===== src/rtl/pe_loop_ctl.sv =====
// pe_loop_ctl: loop-nest sequencer for a 1-D row-stationary PE (weight load, windowed input load, MAC issue).
// Define PE_CFGCHK_EN to reject out-of-range configs at start with an o_err pulse.
module pe_loop_ctl #(
    parameter int unsigned CH_MAX = 16,
    parameter int unsigned KW_MAX = 8,
    parameter int unsigned NF_MAX = 16,
    parameter int unsigned OW_MAX = 64,
    localparam int unsigned CW  = $clog2(CH_MAX),
    localparam int unsigned KWW = $clog2(KW_MAX),
    localparam int unsigned FW  = $clog2(NF_MAX),
    localparam int unsigned OWW = $clog2(OW_MAX + 1)
) (
    input  logic                  i_clk,
    input  logic                  i_rst,
    input  logic                  i_start,
    input  logic                  i_stall,
    input  logic                  i_abort,
    input  logic [CW:0]           i_cfg_nch,
    input  logic [KWW:0]          i_cfg_kw,
    input  logic [FW:0]           i_cfg_nf,
    input  logic [OWW-1:0]        i_cfg_ow,
    input  logic                  i_in_rdy,
    output logic                  o_in_ack,
    output logic                  o_ip_we,
    output logic [CW+KWW-1:0]     o_ip_waddr,
    input  logic                  i_w_rdy,
    output logic                  o_w_ack,
    output logic                  o_wp_we,
    output logic [CW+KWW+FW-1:0]  o_wp_waddr,
    output logic                  o_mac_vld,
    output logic [CW+KWW-1:0]     o_ip_raddr,
    output logic [CW+KWW+FW-1:0]  o_wp_raddr,
    output logic [FW-1:0]         o_pp_addr,
    output logic                  o_pp_clr,
    output logic                  o_pp_last,
    output logic                  o_busy,
    output logic                  o_done,
    output logic                  o_err
);

    typedef enum logic [2:0] {StIdle, StLdw, StLdi, StMac, StDone} state_e;

    state_e state_q, state_d;
    logic [CW:0]    nch_q, nch_d;
    logic [KWW:0]   kw_q, kw_d;
    logic [FW:0]    nf_q, nf_d;
    logic [OWW-1:0] ow_q, ow_d, o_q, o_d;
    logic [CW-1:0]  c_q, c_d, c_step;
    logic [KWW-1:0] k_q, k_d, k_step, head_q, head_d, head_inc, rd_slot, wr_slot;
    logic [FW-1:0]  f_q, f_d, f_step;

    logic in_ack_q, in_ack_d, ip_we_q, ip_we_d, w_ack_q, w_ack_d, wp_we_q, wp_we_d;
    logic mac_vld_q, mac_vld_d, pp_clr_q, pp_clr_d, pp_last_q, pp_last_d;
    logic busy_q, busy_d, done_q, done_d, err_q, err_d;
    logic [CW+KWW-1:0]    ip_waddr_q, ip_waddr_d, ip_raddr_q, ip_raddr_d;
    logic [CW+KWW+FW-1:0] wp_waddr_q, wp_waddr_d, wp_raddr_q, wp_raddr_d;
    logic [FW-1:0]        pp_addr_q, pp_addr_d;

    logic f_last, k_last, c_last, o_last, all_last, first_pos;
    logic [KWW:0] slot_sum;

    assign f_last    = ((FW+1)'(f_q) + (FW+1)'(1)) == nf_q;
    assign k_last    = ((KWW+1)'(k_q) + (KWW+1)'(1)) == kw_q;
    assign c_last    = ((CW+1)'(c_q) + (CW+1)'(1)) == nch_q;
    assign o_last    = (o_q + OWW'(1)) == ow_q;
    assign all_last  = f_last && k_last && c_last;
    assign first_pos = (o_q == '0);

    // Ring-buffer arithmetic: both operands are below kw, so one conditional subtract suffices.
    assign slot_sum = (KWW+1)'(head_q) + (KWW+1)'(k_q);
    assign rd_slot  = (slot_sum >= kw_q) ? KWW'(slot_sum - kw_q) : KWW'(slot_sum);
    assign head_inc = (((KWW+1)'(head_q) + (KWW+1)'(1)) == kw_q) ? '0 : head_q + KWW'(1);
    assign wr_slot  = first_pos ? k_q : head_q;

`ifdef PE_CFGCHK_EN
    logic cfg_bad;
    assign cfg_bad = (i_cfg_nch == '0) || (i_cfg_nch > (CW+1)'(CH_MAX)) ||
                     (i_cfg_kw == '0)  || (i_cfg_kw > (KWW+1)'(KW_MAX)) ||
                     (i_cfg_nf == '0)  || (i_cfg_nf > (FW+1)'(NF_MAX)) ||
                     (i_cfg_ow == '0)  || (i_cfg_ow > OWW'(OW_MAX));
`endif

    // Shared {c,k,f} stepper, f innermost; wraps to all-zero after the last index.
    always_comb begin
        f_step = f_q;
        k_step = k_q;
        c_step = c_q;
        if (!f_last) begin
            f_step = f_q + FW'(1);
        end else begin
            f_step = '0;
            if (!k_last) begin
                k_step = k_q + KWW'(1);
            end else begin
                k_step = '0;
                c_step = c_last ? '0 : c_q + CW'(1);
            end
        end
    end

    always_comb begin
        state_d    = state_q;
        nch_d      = nch_q;
        kw_d       = kw_q;
        nf_d       = nf_q;
        ow_d       = ow_q;
        o_d        = o_q;
        c_d        = c_q;
        k_d        = k_q;
        f_d        = f_q;
        head_d     = head_q;
        ip_we_d    = 1'b0;
        ip_waddr_d = '0;
        wp_we_d    = 1'b0;
        wp_waddr_d = '0;
        mac_vld_d  = 1'b0;
        ip_raddr_d = '0;
        wp_raddr_d = '0;
        pp_addr_d  = '0;
        pp_clr_d   = 1'b0;
        pp_last_d  = 1'b0;
        err_d      = 1'b0;
        if (i_abort) begin
            state_d = StIdle;
            o_d     = '0;
            c_d     = '0;
            k_d     = '0;
            f_d     = '0;
            head_d  = '0;
        end else begin
            unique case (state_q)
                StIdle: begin
                    if (i_start) begin
`ifdef PE_CFGCHK_EN
                        if (cfg_bad) begin
                            err_d = 1'b1;
                        end else begin
                            state_d = StLdw;
                            nch_d   = i_cfg_nch;
                            kw_d    = i_cfg_kw;
                            nf_d    = i_cfg_nf;
                            ow_d    = i_cfg_ow;
                        end
`else
                        state_d = StLdw;
                        nch_d   = i_cfg_nch;
                        kw_d    = i_cfg_kw;
                        nf_d    = i_cfg_nf;
                        ow_d    = i_cfg_ow;
`endif
                    end
                end
                StLdw: begin
                    if (i_w_rdy && w_ack_q) begin
                        wp_we_d    = 1'b1;
                        wp_waddr_d = {c_q, k_q, f_q};
                        c_d        = c_step;
                        k_d        = k_step;
                        f_d        = f_step;
                        if (all_last) state_d = StLdi;
                    end
                end
                StLdi: begin
                    if (i_in_rdy && in_ack_q) begin
                        ip_we_d    = 1'b1;
                        ip_waddr_d = {c_q, wr_slot};
                        if (!c_last) begin
                            c_d = c_q + CW'(1);
                        end else begin
                            c_d = '0;
                            if (!first_pos) begin
                                head_d  = head_inc;
                                state_d = StMac;
                            end else if (k_last) begin
                                k_d     = '0;
                                state_d = StMac;
                            end else begin
                                k_d = k_q + KWW'(1);
                            end
                        end
                    end
                end
                StMac: begin
                    if (!i_stall) begin
                        mac_vld_d  = 1'b1;
                        ip_raddr_d = {c_q, rd_slot};
                        wp_raddr_d = {c_q, k_q, f_q};
                        pp_addr_d  = f_q;
                        pp_clr_d   = (c_q == '0) && (k_q == '0);
                        pp_last_d  = c_last && k_last;
                        c_d        = c_step;
                        k_d        = k_step;
                        f_d        = f_step;
                        if (all_last) begin
                            if (o_last) begin
                                state_d = StDone;
                            end else begin
                                o_d     = o_q + OWW'(1);
                                state_d = StLdi;
                            end
                        end
                    end
                end
                StDone: begin
                    state_d = StIdle;
                    o_d     = '0;
                    head_d  = '0;
                end
                default: state_d = StIdle;
            endcase
        end
        w_ack_d  = (state_d == StLdw);
        in_ack_d = (state_d == StLdi);
        busy_d   = (state_d != StIdle);
        done_d   = (state_d == StDone);
    end

    always_ff @(posedge i_clk or negedge i_rst) begin
        if (!i_rst) begin
            state_q    <= StIdle;
            nch_q      <= '0;
            kw_q       <= '0;
            nf_q       <= '0;
            ow_q       <= '0;
            o_q        <= '0;
            c_q        <= '0;
            k_q        <= '0;
            f_q        <= '0;
            head_q     <= '0;
            in_ack_q   <= 1'b0;
            ip_we_q    <= 1'b0;
            ip_waddr_q <= '0;
            w_ack_q    <= 1'b0;
            wp_we_q    <= 1'b0;
            wp_waddr_q <= '0;
            mac_vld_q  <= 1'b0;
            ip_raddr_q <= '0;
            wp_raddr_q <= '0;
            pp_addr_q  <= '0;
            pp_clr_q   <= 1'b0;
            pp_last_q  <= 1'b0;
            busy_q     <= 1'b0;
            done_q     <= 1'b0;
            err_q      <= 1'b0;
        end else begin
            state_q    <= state_d;
            nch_q      <= nch_d;
            kw_q       <= kw_d;
            nf_q       <= nf_d;
            ow_q       <= ow_d;
            o_q        <= o_d;
            c_q        <= c_d;
            k_q        <= k_d;
            f_q        <= f_d;
            head_q     <= head_d;
            in_ack_q   <= in_ack_d;
            ip_we_q    <= ip_we_d;
            ip_waddr_q <= ip_waddr_d;
            w_ack_q    <= w_ack_d;
            wp_we_q    <= wp_we_d;
            wp_waddr_q <= wp_waddr_d;
            mac_vld_q  <= mac_vld_d;
            ip_raddr_q <= ip_raddr_d;
            wp_raddr_q <= wp_raddr_d;
            pp_addr_q  <= pp_addr_d;
            pp_clr_q   <= pp_clr_d;
            pp_last_q  <= pp_last_d;
            busy_q     <= busy_d;
            done_q     <= done_d;
            err_q      <= err_d;
        end
    end

    assign o_in_ack   = in_ack_q;
    assign o_ip_we    = ip_we_q;
    assign o_ip_waddr = ip_waddr_q;
    assign o_w_ack    = w_ack_q;
    assign o_wp_we    = wp_we_q;
    assign o_wp_waddr = wp_waddr_q;
    assign o_mac_vld  = mac_vld_q;
    assign o_ip_raddr = ip_raddr_q;
    assign o_wp_raddr = wp_raddr_q;
    assign o_pp_addr  = pp_addr_q;
    assign o_pp_clr   = pp_clr_q;
    assign o_pp_last  = pp_last_q;
    assign o_busy     = busy_q;
    assign o_done     = done_q;
`ifdef PE_CFGCHK_EN
    assign o_err      = err_q;
`else
    assign o_err      = 1'b0;
    logic unused_err;
    assign unused_err = err_q;
`endif

endmodule


===== config.mk =====
export PLATFORM = sky130hd
export DESIGN_NAME = pe_loop_ctl
export DESIGN_NICKNAME = d
export VERILOG_FILES = /design/src/rtl/pe_loop_ctl.sv
export SDC_FILE = /design/constraint.sdc
export NUM_CORES = 1
export LEC_CHECK = 0
export CORE_AREA = 3 3 99 101
export DETAILED_ROUTE_END_ITERATION = 8
export DIE_AREA = 0 0 102 104
export PLACE_DENSITY = 0.8
export SETUP_SLACK_MARGIN = 0.5
export SLEW_MARGIN = 40
export SYNTH_ARGS = -nofsm -noshare
export SYNTH_HDL_FRONTEND = slang
export SYNTH_SLANG_ARGS = --single-unit

===== constraint.sdc =====
create_clock -name i_clk -period 3.7 [get_ports i_clk]
set_clock_uncertainty 0.2 [all_clocks]
set_input_delay 0.925 -clock i_clk [delete_from_list [all_inputs] [get_ports i_clk]]
set_output_delay 0.925 -clock i_clk [all_outputs]
set_load 0.01 [all_outputs]

==> reports/qor.yml <==
place:
  finalWeightedCongestion: 0.884
  post-place-cells: 580
  detailed_place_hpwl_mm: 6.41
  port_buffers: 76
timing:
  max-slew-margin-rel_pct: 56.1
  highest_clock_rate_ghz: 0.329
  timing.final.crit_share_pct: 82.1
  tightestPinTransition_ns: 0.658
  grt_setup_unrepaired: "no"
  period_minus_slack_ns: 3.04
  timing.final.setup_violations: 0
  fin_tns_setup_ns: 0
  timing_hold_violations_final: 0
  slew_violations: 0
critical_path:
  critical_path.cell_chain: "ha_1 > xor2_1 > or3_4 > a211oi_4 > nor3b_2 > o22ai_2 > or4b_1 > a21oi_1"
  timing.critical_path.from_type: "flop"
  critical_setup_path_class: "flop to flop"
  required_ns: 3.78
  crit_buf_inv: 0
  worst_ep_arrival_time_ns: 3.12
  timing.critical_path.slowest_cell_delay_ns: 0.51
  crit_path_end_kind: "flop"
  cpMaxStageDelayCell: "sky130_fd_sc_hd__dfrtp_1"
  worst_path_dominant_cell_family: "simple AND/OR/NAND/NOR gates"
  crit_path_max_fanout: 9
final_layout:
  areaGrowthSynthToFinish_pct: 24.3
  final_nets: 525
  fin_cells: 596
  antenna_cells: 0
  layout.filler_cells: 796
  fraction_of_final_layout_cells_with_drive_strength_greater_than_1_pct: 11.5
clock_network:
  clkSlewWorstSetupHoldPaths_ns: 0.09
  cts_buffer_depth: 2
  source_to_sink_clock_delay_at_the_later_pin_of_the_worst_skew_pair_ns: 0.36
  numCtsBuffers: 9
  hold_buffers: 0
  cts.root.buffer_cell: "sky130_fd_sc_hd__clkbuf_8"
  cts_htree_levels: 3
  cts_tree: "done"
  clock_sink_total: 86
detailed_routing:
  detailedRoute.firstIterationViolations: 158
  routed_via_density: 5.38
  wl_per_cell_um: 15.1
  antenna_left: 0
  drc: 0
  firstDrtPassIters: 4
  num_vias: 3205
  postRouteWirelength_mm: 9.01
yosys:
  ys.flop_type: "sky130_fd_sc_hd__dfrtp_1"
  synth.yosys.seq_area_share_pct: 49.9
  share_of_synthesized_flip_flops_with_an_asynchronous_set_or_reset_pct: 100
  number_of_flops_mapped_to_enable_cells_by_yosys: 0
  avgSynthCellArea_um2: 10.6
  ys_types: 58
  mappedNetlistArea_um2: 4310
  yosys_register_bits: 86
  syn_inst: 408
  synthesis.yosys.warnings: 0
  mappedNetlistNets: 453
run:
  max_cap_violations: 0
floorplanning:
  chipHeight_um: 104
  ios: 78
  design.core.area_um2: 9110
  dieWidth_um: 102
  die_area_um2: 10600
  initial_utilization_pct: 47.3
  rows: 35
global_route:
  grt_max_degree: 87
  initial_antenna_violation_count: 0
  grt_pass1_vias: 3160
  grt_pass1_wl_mm: 15.3
  grt.total_usage_pct: 18.0
  grt_overflow_total: 0
power:
  total_power_consumption_mw: 2.13
  worst_vdd_ir_mv: 0.198
  power_density_nw_per_um2: 398
  static-leakage-power_nw: 2.39
hold_path:
  hold_path.class: "flop to flop"
status:
  run_status: "finished, final reports clean"
-- cell usage after synthesis, types with 3 or more instances --
| library cell | instances | area (um^2) |
|---|---|---|
| sky130_fd_sc_hd__a22oi_1 | 3 | 22.5 |
| sky130_fd_sc_hd__nor3b_1 | 5 | 37.5 |
| sky130_fd_sc_hd__buf_4 | 9 | 67.6 |
| sky130_fd_sc_hd__mux2_2 | 18 | 203 |
| sky130_fd_sc_hd__o31ai_1 | 4 | 30.0 |
| sky130_fd_sc_hd__inv_1 | 21 | 78.8 |
| sky130_fd_sc_hd__ha_1 | 15 | 188 |
| sky130_fd_sc_hd__mux2i_1 | 3 | 30.0 |
| sky130_fd_sc_hd__nor2_1 | 33 | 124 |
| sky130_fd_sc_hd__xnor2_1 | 17 | 149 |
| sky130_fd_sc_hd__nand4_1 | 5 | 31.3 |
| sky130_fd_sc_hd__and3_1 | 7 | 43.8 |
| sky130_fd_sc_hd__nor2b_1 | 6 | 37.5 |
| sky130_fd_sc_hd__a21oi_1 | 19 | 95.1 |
| sky130_fd_sc_hd__nand3_1 | 9 | 45.0 |
| sky130_fd_sc_hd__o21ai_0 | 27 | 135 |
| sky130_fd_sc_hd__and2_1 | 21 | 131 |
| sky130_fd_sc_hd__a21o_1 | 4 | 30.0 |
| sky130_fd_sc_hd__clkbuf_1 | 9 | 33.8 |
| sky130_fd_sc_hd__nand2_1 | 20 | 75.1 |
| sky130_fd_sc_hd__a31oi_1 | 3 | 18.8 |
| sky130_fd_sc_hd__xor2_1 | 13 | 114 |
| sky130_fd_sc_hd__dfrtp_1 | 86 | 2150 |
| sky130_fd_sc_hd__nand2b_1 | 5 | 31.3 |
| sky130_fd_sc_hd__nand3b_1 | 5 | 37.5 |
-- sequential cells by signal, summed over array words and instances, names as in the netlist, 4 cells and up --
signal,cells
c_q,4
f_q,4
kw_q,4
nch_q,5
nf_q,5
o_ip_raddr,4
o_ip_waddr,7
o_q,7
o_wp_raddr,7
o_wp_waddr,11
ow_q,7
-- report_power, final --
group / switching (mW) / internal (mW) / total (mW) / leakage [nW]
Combinational: 0.187 / 0.204 / 0.391 / 1.14
Clock: 0.349 / 0.317 / 0.666 / 0.0973
Sequential: 0.0731 / 1.00 / 1.08 / 1.15
Total: 0.608 / 1.53 / 2.13 / 2.39
-- stage by stage --
stage | util (%) | hold slack (ns) | setup slack, ns | area (um^2)
floorplan | - | 0.283 | 0.970 | 4310
global placement | 56.5 | 0.311 | 0.736 | 5150
detailed placement | 56.5 | 0.316 | 0.594 | 5150
CTS | 58.7 | 0.336 | 0.695 | 5350
global route | 58.9 | 0.349 | 0.520 | 5360
finish | 58.9 | 0.332 | 0.661 | 5360
-- repair_timing --
item                       4_1_cts  5_1_grt
gates resized for setup          0        1
buffers inserted                 0        0
setup endpoints to repair        0        5
-- metal layers --
layer / vias to the layer above / global-route usage, % / wire length (um)
met2: 97 / 27.7 / 4350
met1: 1558 / 25.3 / 4000
li1: 1539 / - / -
met5: - / 0 / 0
met3: 11 / 3.29 / 541
met4: 0 / 6.37 / 123
-- cell usage in the layout, fill, tap and decap left out, types with 7 or more instances in the layout --
cell type,n
sky130_fd_sc_hd__a21oi_1,19
sky130_fd_sc_hd__clkbuf_8,10
sky130_fd_sc_hd__mux2_2,18
sky130_fd_sc_hd__inv_1,21
sky130_fd_sc_hd__xnor2_1,17
sky130_fd_sc_hd__clkdlybuf4s50_1,75
sky130_fd_sc_hd__and2_1,21
sky130_fd_sc_hd__nand2_1,20
sky130_fd_sc_hd__nand3_1,9
sky130_fd_sc_hd__o21ai_0,27
sky130_fd_sc_hd__xor2_1,13
sky130_fd_sc_hd__nor2_1,32
sky130_fd_sc_hd__dfrtp_1,86
sky130_fd_sc_hd__and3_1,7
sky130_fd_sc_hd__ha_1,15
-- worst paths after layout --
check                        start       to  slack, ns  cells after the start
setup reg to reg            k_q[0]   c_q[2]       0.66                      8
max in group asynchronous    i_rst  ow_q[0]       2.44                      1
setup / recovery            k_q[0]   c_q[2]       0.66                      8
min in group asynchronous    i_rst  nf_q[3]       0.39                      1
hold reg to reg            ow_q[5]  ow_q[5]       0.33                      1
hold / removal             ow_q[5]  ow_q[5]       0.33                      1
-- cell type report --
cell class | instances | area [um^2] | share of cell area, %
sequential | 86 | 2150 | 40.1
inverter | 21 | 78.8 | 1.47
tap | 111 | 139 | 2.59
clock buffer | 10 | 128 | 2.38
timing repair buffer | 82 | 810 | 15.1
clock inverter | 6 | 68.8 | 1.28
multi-input combinational | 280 | 1990 | 37.0
-- cell families (layout without fill, tap and decap cells) --
group,count (synthesis),count (layout),synth area share [%]
buffers and inverters,42,119,4.53
DFF,86,86,49.9
adders and majority gates,17,17,5.28
and+or+nand+nor,136,136,17.6
xor gates and xnor gates,30,30,6.09
other,1,1,0.0870
muxes,21,21,5.40
AOI/OAI and AO/OA,75,75,11.1
No activity file was read; power rests on OpenSTA's default activity.
==> RTL change 1, RTL diff (config.mk and constraints unchanged) <==
The parameter `NF_MAX` goes from 16 to 32.
--- a/src/rtl/pe_loop_ctl.sv
+++ b/src/rtl/pe_loop_ctl.sv
@@ -5,3 +5,3 @@
     parameter int unsigned KW_MAX = 8,
-    parameter int unsigned NF_MAX = 16,
+    parameter int unsigned NF_MAX = 32,
     parameter int unsigned OW_MAX = 64,
Interface: changed (resized i_cfg_nf, o_pp_addr, o_wp_raddr and o_wp_waddr); port bits go from 78 to 82. The function was not compared with the original's and may differ.
==> RTL change 1 against the unedited design <==
- via count is 9.9% higher
- utilization is 2.9 points higher
- sequential cell count is 4 higher
- non-clock buffer count up 3
- cell area increased by 4.9%
- sequential share of layout area is 0.073 points lower
- area after synthesis is 7.5% higher
- critical path depth unchanged
- setup slack improved by 98 ps
- routed wire length rose by 13%
- power grew 5.2%
- die area is the same
- largest power group unchanged
==> RTL change 1: results (changes against the unedited design) <==
stage,metric,value,unit,change
global_route,met3 usage in global routing,3.09,%,-0.20 points
placement,quantity of I/O buffers inserted on ports,80,,+5.3%
sta,relative max-transition margin,53.7,%,-2.4 points
logic_synthesis,cell count after synthesis,447,,+9.6%
placement,RD Place Congestion,0.879,,-0.62%
global_route,global routing usage on met1,27.1,%,+1.8 points
pwr,Leakage Power,2.50,nW,+4.6%
placement,Setup Slack @ Placement,644,ps,+50.4 ps
logic_synthesis,Commonest cells post-synth,"90 x sky130_fd_sc_hd__dfrtp_1, 41 x sky130_fd_sc_hd__nor2_1, 24 x sky130_fd_sc_hd__o21ai_0, 23 x sky130_fd_sc_hd__inv_1, 23 x sky130_fd_sc_hd__mux2_2",,
pwr,maximum resistive drop on vdd,0.215,mV,+8.6%
placement,placed instance area,5430,sq um,+5.4%
logic_synthesis,Post-Syn Nets,493,,+8.8%
finish,share of cells above drive strength 1,10.9,%,-0.61 points
placement,detailed placer's ending HPWL,7.44,mm,+16%
logic_synthesis,ranking of synthesized cells by area,"sky130_fd_sc_hd__dfrtp_1 49%, sky130_fd_sc_hd__mux2_2 5.6%, sky130_fd_sc_hd__ha_1 4.0%, sky130_fd_sc_hd__nor2_1 3.3%, sky130_fd_sc_hd__xnor2_1 3.0%",,
global_route,first-pass GRT wire length,17.2,mm,+12%
finish,count of filler cells inserted in the layout,745,,-6.4%
global_route,met2 global-route usage,32.0,%,+4.3 points
global_route,number of global-route vias before repair,3558,,+13%
placement,placed cell count,617,,+6.4%
critical_path,maximum fanout count along the critical path,8,,-1
detailed_routing,Starting DRT DRC Count,165,,+4.4%
finish,number of nets in the finished design,563,,+7.2%
detailed_routing,final wirelength,10.1,mm,+13%
global_route,maximum number of pins on one net before global-route repair,91,,+4.6%
run_status,status,completed,,
critical_path,WP data arrival,3010,ps,-110 ps
logic_synthesis,"Seq/Total Area, Yosys",48.6,%,-1.3 points
finish,flip-flop count of the largest register after layout,12,,+1
detailed_routing,average vias per placed instance,5.57,,+3.7%
[RTL change 1: cell types whose count changed in the layout (fill, tap and decap cells not counted), moves of 5 or more]
cell / delta
sky130_fd_sc_hd__nor3_1: +12
sky130_fd_sc_hd__nand2b_1: +7
sky130_fd_sc_hd__and2_1: -8
sky130_fd_sc_hd__mux2_2: +5
sky130_fd_sc_hd__nor4_1: +6
sky130_fd_sc_hd__nor2_1: +9
sky130_fd_sc_hd__nand3_1: +8
[RTL change 1: power by group through the flow]
stage	registers (mW)	logic [mW]	clock network [mW]
4_1_cts	1.13	0.463	0.668
3_5_place_dp	1.15	0.460	0
5_1_grt	1.14	0.516	0.714
3_3_place_gp	1.15	0.431	0
6_report	1.13	0.461	0.654
2_1_floorplan	1.12	0.339	0
[RTL change 1: final timing paths]
path / start / to / slack [ps]
min reg2reg: ow_q[5] / ow_q[5] / 330
max reg2reg: f_q[0] / c_q[3] / 760
min: ow_q[5] / ow_q[5] / 330
max in group asynchronous: i_rst / head_q[1] / 2390
min in group asynchronous: i_rst / o_ip_waddr[5] / 410
max: f_q[0] / c_q[3] / 760
[RTL change 1: final cells by class]
class | instances | area share, %
flip-flops and latches | 90 | 40.1
multi-input cells | 308 | 37.4
repair buffers | 85 | 15.2
well taps | 111 | 2.47
clock buffers | 9 | 2.20
inverters | 23 | 1.54
clock inverters | 6 | 1.18
[RTL change 1: cells by family after synthesis]
kind of cell,count (synthesis),synth area share (%)
xor gates and xnor gates,29,5.64
buffers and inverters,49,6.13
DFF,90,48.6
other,1,0.0809
and+or+nand+nor,157,17.9
AOI/OAI and AO/OA,81,11.2
muxes,23,5.59
adders and majority gates,17,4.91
[RTL change 1: routing by layer]
layer | vias to the layer above | routed length (um)
met5 | - | 0
met3 | 14 | 527
met4 | 0 | 157
met2 | 109 | 5070
li1 | 1679 | -
met1 | 1721 | 4390
[RTL change 1: per-stage QoR]
step	util, %	hold WS, ps
after floorplan	-	297
after global placement	59.6	310
after detailed placement	59.6	318
after CTS	61.7	338
after global routing	61.7	353
final	61.7	333
[RTL change 1: worst max-delay path, stage by stage, from the launching register on]
cell and delay, ps:
sky130_fd_sc_hd__dfrtp_1 490, sky130_fd_sc_hd__ha_1 370, sky130_fd_sc_hd__xnor2_1 150, sky130_fd_sc_hd__nand2_1 90, sky130_fd_sc_hd__nor4b_2 370, sky130_fd_sc_hd__and3_1 370, sky130_fd_sc_hd__a21oi_2 90, sky130_fd_sc_hd__or4_4 510
sky130_fd_sc_hd__o31ai_1 200
==> RTL change 2, RTL diff (config.mk and constraints unchanged) <==
Made on the original files. Make the reset (`i_rst`) synchronous in one clocked block.
--- a/src/rtl/pe_loop_ctl.sv
+++ b/src/rtl/pe_loop_ctl.sv
@@ -217,3 +217,3 @@
 
-    always_ff @(posedge i_clk or negedge i_rst) begin
+    always_ff @(posedge i_clk) begin
         if (!i_rst) begin
Function: differs if i_rst is asserted again (counterexample within 4 cycles, from zero or initial values and one cycle with i_rst low); with i_rst held inactive, the same outputs for 4 cycles.
==> RTL change 2 against the unedited design <==
- sequential cell count is the same
- cell area shrank 4.3%
- utilization shrank 2.5 points
- count of clock-buffer cells in the layout is the same
- hold slack lost 50 ps
- via count grew 8.0%
- non-clock buffer count grew 3
- routed wire length grew 2.5%
- setup slack gained 11 ps
- area after synthesis shrank 4.8%
- maximum frequency grew 0.35%
- critical endpoint is now k_q[2]
- largest cell class is now multi-input combinational cells
- highest routed layer unchanged
Power is not compared: it rests on default switching activity, and its combinational part moved more than twofold at a synthesized area within 25%.
==> RTL change 2: results (changes against the unedited design) <==
stage,metric,value,unit,change
run_status,status,completed,,
placement,RD Place Congestion,0.860,,-2.7%
clocking,clock latency on the worst-skew pair,350,ps,
logic_synthesis,count of synthesis-stage warnings from yosys,0,,unchanged
placement,Setup Slack @ Placement,533,ps,-61.1 ps
critical_path,maximum fanout count along the critical path,7,,-2
placement,detailed placer's ending HPWL,6.95,mm,+8.5%
finish,number of nets in the finished design,587,,+12%
placement,placed cell count,639,,+10%
clocking,Root Buffer,sky130_fd_sc_hd__clkbuf_8,,
critical_path,"Max stage delay cell, worst path",sky130_fd_sc_hd__or4_4,,
finish,count of filler cells inserted in the layout,822,,+3.3%
logic_synthesis,cell count after synthesis,470,,+15%
clocking,buffer depth of the longest clock path,2,,unchanged
global_route,number of global-route vias before repair,3312,,+4.8%
critical_path,WP data arrival,3120,ps,about the same
global_route,first-pass GRT wire length,15.3,mm,-0.23%
logic_synthesis,ranking of synthesized cells by area,"sky130_fd_sc_hd__dfxtp_1 42%, sky130_fd_sc_hd__nand2_1 5.9%, sky130_fd_sc_hd__ha_1 4.6%, sky130_fd_sc_hd__a21boi_0 4.0%, sky130_fd_sc_hd__nor2_1 4.0%",,
pwr,maximum resistive drop on vdd,0.205,mV,
sta,relative max-transition margin,66.1,%,+10 points
detailed_routing,final wirelength,9.23,mm,+2.5%
logic_synthesis,Commonest cells post-synth,"86 x sky130_fd_sc_hd__dfxtp_1, 65 x sky130_fd_sc_hd__nand2_1, 44 x sky130_fd_sc_hd__nor2_1, 24 x sky130_fd_sc_hd__a21oi_1, 22 x sky130_fd_sc_hd__a21boi_0",,
placement,placed instance area,4920,sq um,-4.5%
detailed_routing,Starting DRT DRC Count,139,,-12%
pwr,Leakage Power,1.94,nW,
finish,share of cells above drive strength 1,7.31,%,-4.2 points
clocking,clock buffers created by TritonCTS,9,,unchanged
global_route,number of antenna violations at the first check in global routing,0,,unchanged
finish,Diodes inserted,0,,unchanged
detailed_routing,routed vias,3462,,+8.0%
logic_synthesis,number of unique standard cell types used by synthesis,64,,+10%
finish,Final Cell Area,5130,sq um,-4.3%
global_route,maximum number of pins on one net before global-route repair,22,,-75%
placement,quantity of I/O buffers inserted on ports,76,,unchanged
finish,flip-flop count of the largest register after layout,11,,unchanged
logic_synthesis,Post-Syn Nets,515,,+14%
finish,non-filler cells in the finished layout,658,,+10%
pwr,power after layout,1.69,mW,
pwr,part of the total power dissipated in combinational logic,7.6,%,
logic_synthesis,"Seq/Total Area, Yosys",42.0,%,-7.9 points
global_route,overall track demand over capacity in global routing,17.6,%,-0.32 points
logic_synthesis,share of flip-flops with an asynchronous set or reset,0,%,-100 points
pwr,Cell Int Power,1.26,mW,
RTL change 2: changes by cell type after synthesis, sizes merged, moves of 11 or more:
| cell | delta |
|---|---|
| dfxtp | +86 |
| dfrtp | -86 |
| a21boi | +22 |
| nor2 | +11 |
| mux2 | -16 |
| o21ai | -14 |
| nand2 | +45 |
RTL change 2: layer usage:
metal	track usage, %	part of all wire, %
met5	0	0
met4	6.19	1.5
met3	2.62	6.2
met2	29.1	47
met1	23.2	45
RTL change 2: logic make-up after synthesis:
kind of cell    share of synthesized area [%]
simple gates                             24.7
buf+inv                                  4.54
compound gates                           16.3
flops                                    42.0
mux                                      1.77
other cells                            0.0914
xor+xnor                                 5.12
fa+ha+maj                                5.55
RTL change 2: repair_timing:
action	in CTS	in global routing
hold endpoints to repair	0	0
setup buffers	0	3
setup endpoints to repair	0	14
hold buffers	0	0
resized for setup	0	3
RTL change 2: path summary, 6_finish.rpt:
path,depth (start not counted),to,slack [ps],start
setup / recovery,8,k_q[2],670,f_q[0]
hold / removal,2,ow_q[5],280,ow_q[5]
setup reg to reg,8,k_q[2],670,f_q[0]
hold reg to reg,2,ow_q[5],280,ow_q[5]
RTL change 2: final cells by class:
| cell class | instances | share of cell area (%) |
|---|---|---|
| Tap cell | 111 | 2.71 |
| Timing Repair Buffer | 85 | 16.1 |
| Multi-Input combinational cell | 345 | 43.0 |
| Sequential cell | 86 | 33.6 |
| Clock inverter | 6 | 1.02 |
| Inverter | 15 | 1.10 |
| Clock buffer | 10 | 2.49 |
RTL change 2: worst min-delay path: cells and delay by family (launching register included):
family / cells / cell delay, ps
AOI/OAI and AO/OA: 1 / 60
DFF: 1 / 330
and+or+nand+nor: 1 / 50
